## config.mk

```make
export PLATFORM = sky130hd
export DESIGN_NAME = fe_reset_sequencer
export DESIGN_NICKNAME = d
export VERILOG_FILES = /design/src/rtl/fe_reset_sequencer.sv
export SDC_FILE = /design/constraint.sdc
export NUM_CORES = 1
export LEC_CHECK = 0
export BUFFER_PORTS_ARGS = -buffer_cell sky130_fd_sc_hd__buf_2
export CAP_MARGIN = 0
export CORE_MARGIN = 4
export CORE_UTILIZATION = 55
export DETAILED_ROUTE_END_ITERATION = 6
export GPL_TIMING_DRIVEN = 0
export PLACE_DENSITY = 0.76
export REMOVE_ABC_BUFFERS = 1
export SETUP_SLACK_MARGIN = 0.05
export SKIP_CTS_REPAIR_TIMING = 1
export SLEW_MARGIN = 40
export SYNTH_ARGS = -nofsm -noshare
export SYNTH_HDL_FRONTEND = slang
export SYNTH_SLANG_ARGS = --single-unit
```

## constraint.sdc

```tcl
create_clock -name Clock -period 5.78 [get_ports Clock]
set_input_delay 0.578 -clock Clock [delete_from_list [all_inputs] [get_ports Clock]]
set_output_delay 0.578 -clock Clock [all_outputs]
set_load 0.03 [all_outputs]
```

## src/rtl/fe_reset_sequencer.sv

```systemverilog
// rtl/fe_reset_sequencer.sv - quiesces DAQ, runs the ASIC reset engine and owns the shared command line
// Requests (host or periodic) collapse into one pending flag; each sequence waits for a quiet line first.
module fe_reset_sequencer #(
    parameter int QUIET    = 16,
    parameter int TMO_BITS = 20,
    parameter int PER_BITS = 24
) (
    input  logic                Clock,
    input  logic                Reset,
    input  logic                ReqReset,
    input  logic                AutoEn,
    input  logic [PER_BITS-1:0] AutoPeriod,
    input  logic                ClrErr,
    input  logic                BusyDaq,
    input  logic                TrgIn,
    input  logic                CmdDaq,
    input  logic                CmdRst,
    input  logic                RstDone,
    output logic                RstStart,
    output logic                CmdOut,
    output logic                TrgOut,
    output logic                Holdoff,
    output logic                Active,
    output logic                TimeoutErr,
    output logic [15:0]         RstCount
);

    localparam int QW = (QUIET > 1) ? $clog2(QUIET) : 1;

    typedef enum logic [4:0] {
        S_IDLE = 5'b00001,
        S_HOLD = 5'b00010,
        S_STRT = 5'b00100,
        S_RUN  = 5'b01000,
        S_DONE = 5'b10000
    } state_e;

    state_e              state_q, state_d;
    logic                pending_q, pending_d;
    logic [QW-1:0]       quiet_q, quiet_d;
    logic [TMO_BITS-1:0] tmo_q, tmo_d;
    logic [PER_BITS-1:0] per_q, per_d;
    logic                cmd_q, cmd_d;
    logic                trg_q, trg_d;
    logic                err_q, err_d;
    logic [15:0]         cnt_q, cnt_d;

    logic line_quiet;
    logic auto_on;
    logic per_expire;
    logic err_set;
    logic rst_path;

    assign line_quiet = !BusyDaq && !CmdDaq;
    assign auto_on    = AutoEn && (AutoPeriod != '0);
    assign rst_path   = (state_q == S_STRT) || (state_q == S_RUN);

    always_ff @(posedge Clock) begin
        if (Reset) begin
            state_q   <= S_IDLE;
            pending_q <= 1'b0;
            quiet_q   <= '0;
            tmo_q     <= '0;
            per_q     <= '0;
            cmd_q     <= 1'b0;
            trg_q     <= 1'b0;
            err_q     <= 1'b0;
            cnt_q     <= '0;
        end else begin
            state_q   <= state_d;
            pending_q <= pending_d;
            quiet_q   <= quiet_d;
            tmo_q     <= tmo_d;
            per_q     <= per_d;
            cmd_q     <= cmd_d;
            trg_q     <= trg_d;
            err_q     <= err_d;
            cnt_q     <= cnt_d;
        end
    end

    always_comb begin
        state_d    = state_q;
        quiet_d    = '0;
        tmo_d      = tmo_q;
        per_d      = per_q;
        cnt_d      = cnt_q;
        per_expire = 1'b0;
        err_set    = 1'b0;

        // Period only advances while idle; >= keeps a shrunk AutoPeriod from running away.
        if (!auto_on) begin
            per_d = '0;
        end else if (state_q == S_IDLE) begin
            if (per_q >= AutoPeriod - PER_BITS'(1)) begin
                per_d      = '0;
                per_expire = 1'b1;
            end else begin
                per_d = per_q + PER_BITS'(1);
            end
        end

        case (state_q)
            S_IDLE: begin
                if (pending_q) state_d = S_HOLD;
            end
            S_HOLD: begin
                if (line_quiet) begin
                    if (quiet_q == QW'(QUIET - 1)) state_d = S_STRT;
                    else                           quiet_d = quiet_q + QW'(1);
                end
            end
            S_STRT: begin
                tmo_d   = '0;
                state_d = S_RUN;
            end
            S_RUN: begin
                tmo_d = tmo_q + TMO_BITS'(1);
                if (RstDone) begin
                    state_d = S_DONE;
                end else if (tmo_d == '1) begin
                    err_set = 1'b1;
                    state_d = S_IDLE;
                end
            end
            S_DONE: begin
                cnt_d   = cnt_q + 16'd1;
                per_d   = '0;
                state_d = S_IDLE;
            end
            default: state_d = S_IDLE;
        endcase
    end

    assign pending_d = (state_q == S_STRT) ? 1'b0 : (pending_q | ReqReset | per_expire);
    assign cmd_d     = rst_path ? CmdRst : CmdDaq;
    assign trg_d     = TrgIn && (state_q == S_IDLE);
    assign err_d     = err_set ? 1'b1 : (ClrErr ? 1'b0 : err_q);

    assign RstStart   = (state_q == S_STRT);
    assign Holdoff    = (state_q != S_IDLE);
    assign Active     = (state_q != S_IDLE);
    assign CmdOut     = cmd_q;
    assign TrgOut     = trg_q;
    assign TimeoutErr = err_q;
    assign RstCount   = cnt_q;

endmodule

```

# Word-level counts from Yosys, hierarchy flattened
# Index checks and enable logic that the tools add are counted.
classes:
  n_bitwise: 5
  n_mux: 17
  eq_ne: 12
  n_reduce_logical: 13
  n_addsub: 5
  magnitude_cmp: 1
ops:
  columns: ["operator", "n"]
  rows:
  - ["20-bit case mux with 2 select lines", 1]
  - ["5-bit 2-to-1 mux", 5]
  - ["24-bit by 1-bit adder with 24-bit output (second input constant)", 1]
  - ["24-bit greater-or-equal comparator", 1]
  - ["24-bit 2-to-1 mux", 1]
  - ["24-bit nonzero test", 1]
  - ["24-bit by 1-bit subtractor with 24-bit output (second input constant)", 1]
  - ["20-bit by 1-bit adder with 20-bit output (second input constant)", 1]
  - ["20-bit equality test (second input constant)", 1]
  - ["5-bit case mux with 4 select lines", 1]
  - ["16-bit by 1-bit adder with 16-bit output (second input constant)", 1]
  - ["1-bit 2-to-1 mux", 9]
  - ["2-bit inequality test (second input constant)", 3]
  - ["5-bit by 1-bit equality test with 1-bit output (second input constant)", 1]
  - ["5-bit by 2-bit equality test with 1-bit output (second input constant)", 1]
  - ["5-bit by 3-bit equality test with 1-bit output (second input constant)", 1]
  - ["5-bit by 4-bit equality test with 1-bit output (second input constant)", 1]
  - ["5-bit equality test (second input constant)", 1]
  - ["5-bit by 1-bit inequality test with 1-bit output (second input constant)", 1]
  - ["4-bit by 1-bit adder with 4-bit output (second input constant)", 1]
  - ["4-bit equality test (second input constant)", 1]
  - ["4-bit AND reduction", 1]
  - ["2-bit nonzero test", 2]
  - ["4-bit OR reduction", 1]
  - ["8 further kinds", 14]
totals:
  out_inout_bits: 22
  inputBits: 34
  elab_cells: 62
  register_bits: 73

# Longest topological paths before layout
depth:
  depth_word: 6
  depth_mapped: 16

# Worst setup path after synthesis
# Ideal clock, no wire load.
synth_timing:
  kind: "input -> register"
  start: "input AutoPeriod[9]"
  end: "register per_q[17]"
  arrival_ps: 4018
  cell_stages: 15
  setup_time_ps: 62
  slack_ps: 1700
  path_cell_list: "or3_4 or4_4 or2_1 nand2b_4 nor3_1 xnor2_1 ha_1 a21oi_1 nand2_1 a222oi_1 or3b_1 a31oi_2 o21bai_4 buf_12 nor2_2"
synth_between:
  elab_chain_cells: 4
  word_cells_on_any_way: 7
synth_rtl:
  columns: ["element", "line_no", "source"]
  rows:
  - ["start: declaration", "12", "input logic [PER_BITS-1:0] AutoPeriod,"]
  - ["parallel branches: the longest is 4 deep, another holds 24-bit by 1-bit subtractor with 24-bit output", null, null]
  - ["end signal: assignment", "74", "per_q <= per_d;"]
  - ["end: declaration", "42", "logic [PER_BITS-1:0] per_q, per_d;"]
# Several ways; the timed one is not identified.
# A chain may end at the register's enable or synchronous reset.

# Worst setup path in the final report
layout_timing:
  start: "input AutoPeriod[7]"
  end: "register per_q[20]"
# Same word-level chain as after synthesis.

==> reports/qor.yml <==
status: "finished, final reports clean"
power.leakage_nw: 1.837
routed-via-count: 4024
overflow: 0
fin_skew_ns: 0.01382
max-cap-violations: 0
fp.dieArea_sq_mm: 0.009675
critPathSlowestCell: "a31oi_2"
whs_path_depth: 1
fin_ws_ns: 1.301
worstMarginPinSlew_ns: 0.6809
endpoint_kind: "flip-flop"
grt_use_met3: 0.05000
dp.cells: 695
ys_ff_latch: 73
timing.final.crit_share: 0.7750
ant_nets: 0
power_mw: 1.156
min_path_type: "reg -> reg"
synthFlopType: "dfxtp_1"
cts.path.max_buffers: 2
critPathBufInv: 1
crit_chain: "buf_2, or3_1, nor4_1, nand2_1, or2_1, nand2b_4, nor3_1, xnor2_1, ha_1, a21oi_1, nand2_1, a222oi_1, or3b_1, a31oi_2, o21bai_4, nor2_2"
netlist.top_cell.by_area: "dfxtp_1"
holdPathEnd: "quiet_q[0]"
synthesis.area_sq_mm: 0.004491
fill_cells: 720
synth_cell_types: 64
rsz0062_at_grt: "false"
postPlaceCellArea_sq_mm: 0.004800
antennaDiodeCount: 0
final_max_slew_viol_count: 0
drc_errors: 0
hold_ws_ns: 0.4574
rows: 32
cts_tree: "built"
core_sq_mm: 0.007848
clkTransAtPathRegs_ns: 0.07
antenna_found_initial: 0
final_cells: 711
yosysSeqAreaShare: 0.3254
grt_util_met1: 0.2735
initial_utilization: 0.5722
synth.top_cell.area_share: 0.3254
path_max_fanout: 19
r2r_cells: 8
ir_drop_mv: 0.2307
syn_area_per_cell_sq_um: 8.048
drt_first_pass_iters: 5
grt_max_degree: 49
critPathArrivalTime_ns: 4.76
path_class: "in -> reg"
worstPathRequired_ns: 6.06
clk_latency_ns: 0.35
final_nets: 669
gp_congestion: 0.8760
gr-usage-met2: 0.3333
r2r_end: "per_q[20]"
layout-drive-gt1-share: 0.1675
top_usage_layer: "met2"
final_cell_mix: "nor2_1, dfxtp_1, buf_2"
cts_buffers: 9
grt_pass1_vias: 3764
min-delay-start: "quiet_q[0]"
cp_top_family: "simple AND/OR/NAND/NOR gates"
dp.final_hpwl_um: 7173
die_h_um: 98.36
power_density_mw_per_mm2: 229.9
hold_viol_final: 0
area_growth_pct: 11.95
setup_tns_ns: 0
synth_area_leaders: "dfxtp_1, ha_1, xnor2_1"
fin_area_sq_mm: 0.005027
grt_usage: 0.2070
pin_count: 56
wl_per_cell_um: 13.63
finalWirelength_um: 9688
fin_crit_ns: 4.479
fmax_ghz: 0.2232
mostFrequentLayoutCell: "nor2_1"
htree_levels: 3
detailedPlace.worstSlack_ns: 1.012
synth_edf_count: 0
slowest_delay_ns: 0.46
cp-start-kind: "primary input"
fin_util: 0.6406
reg2reg_from: "per_q[22]"
async_flop_share: 0
cp_common_cell: "nand2_1"
syn_inst: 558
ys_warn_count: 0
cp.depth: 16
numPortBuffers: 55
vias_per_cell: 5.660
die_w_um: 98.36
setup_viol: 0
relSlewSlack: 0.5397
cts_sinks: 73
grt_pass1_wl_um: 16910
rrSetupSlack_ns: 3.16
drtIter0Drc: 166
cts_root_buffer: "clkbuf_8"
[layout make-up]
type	count	area [sq um]	area share
inverters	15	56.30	0.01120
repair buffers	55	277.8	0.05525
flip-flops and latches	73	1461	0.2907
multi-input cells	450	2888	0.5744
clock inverters	7	92.59	0.01842
clock buffers	9	123.9	0.02464
well taps	102	127.6	0.02539
[worst max path at each step]
stage	startpoint	endpoint	slack (ns)
floorplan	AutoPeriod[9]	pending_q	1.73
global placement	AutoPeriod[7]	per_q[13]	1.16
detailed placement	AutoPeriod[7]	per_q[20]	1.01
CTS	AutoPeriod[7]	per_q[7]	1.36
global route	AutoPeriod[7]	per_q[7]	0.95
finish	AutoPeriod[7]	per_q[20]	1.30
[synthesized netlist by cell type, types with 10 or more instances]
| master | number |
|---|---|
| nor2_1 | 85 |
| dfxtp_1 | 73 |
| nand2_1 | 46 |
| xnor2_1 | 37 |
| a21oi_1 | 36 |
| ha_1 | 31 |
| nand3_1 | 28 |
| o21ai_0 | 23 |
| xor2_1 | 23 |
| nor3_1 | 21 |
| nand4_1 | 19 |
| inv_1 | 14 |
| clkbuf_1 | 12 |
| nor2_2 | 10 |
[flip-flops by register name, indices dropped and copies added, names as in the netlist, 4 cells and up]
register,flops
state_q,5
quiet_q,4
RstCount,16
per_q,24
tmo_q,20
[layer usage]
| layer | routed length (um) | vias to the layer above |
|---|---|---|
| li1 | - | 2065 |
| met4 | 154 | 0 |
| met5 | 0 | - |
| met1 | 4653 | 1862 |
| met2 | 4412 | 86 |
| met3 | 467 | 11 |
[cell families after synthesis]
logic type	Yosys count	synth area share
buffers and inverters	35	0.03650
AND/OR/NAND/NOR	268	0.3057
adder cells (fa/ha/maj)	31	0.08637
flip-flops	73	0.3254
XOR/XNOR	60	0.1170
AO/OA/AOI/OAI	90	0.1268
multiplexers	1	0.002229
[report_power, final]
group,internal (mW),switching (mW),leakage [nW],total (mW)
clock network,0.243,0.191,0.113,0.433
registers,0.516,0.0130,0.589,0.529
logic,0.0623,0.131,1.13,0.194
Note: power is estimated with default switching activity, not from simulation.
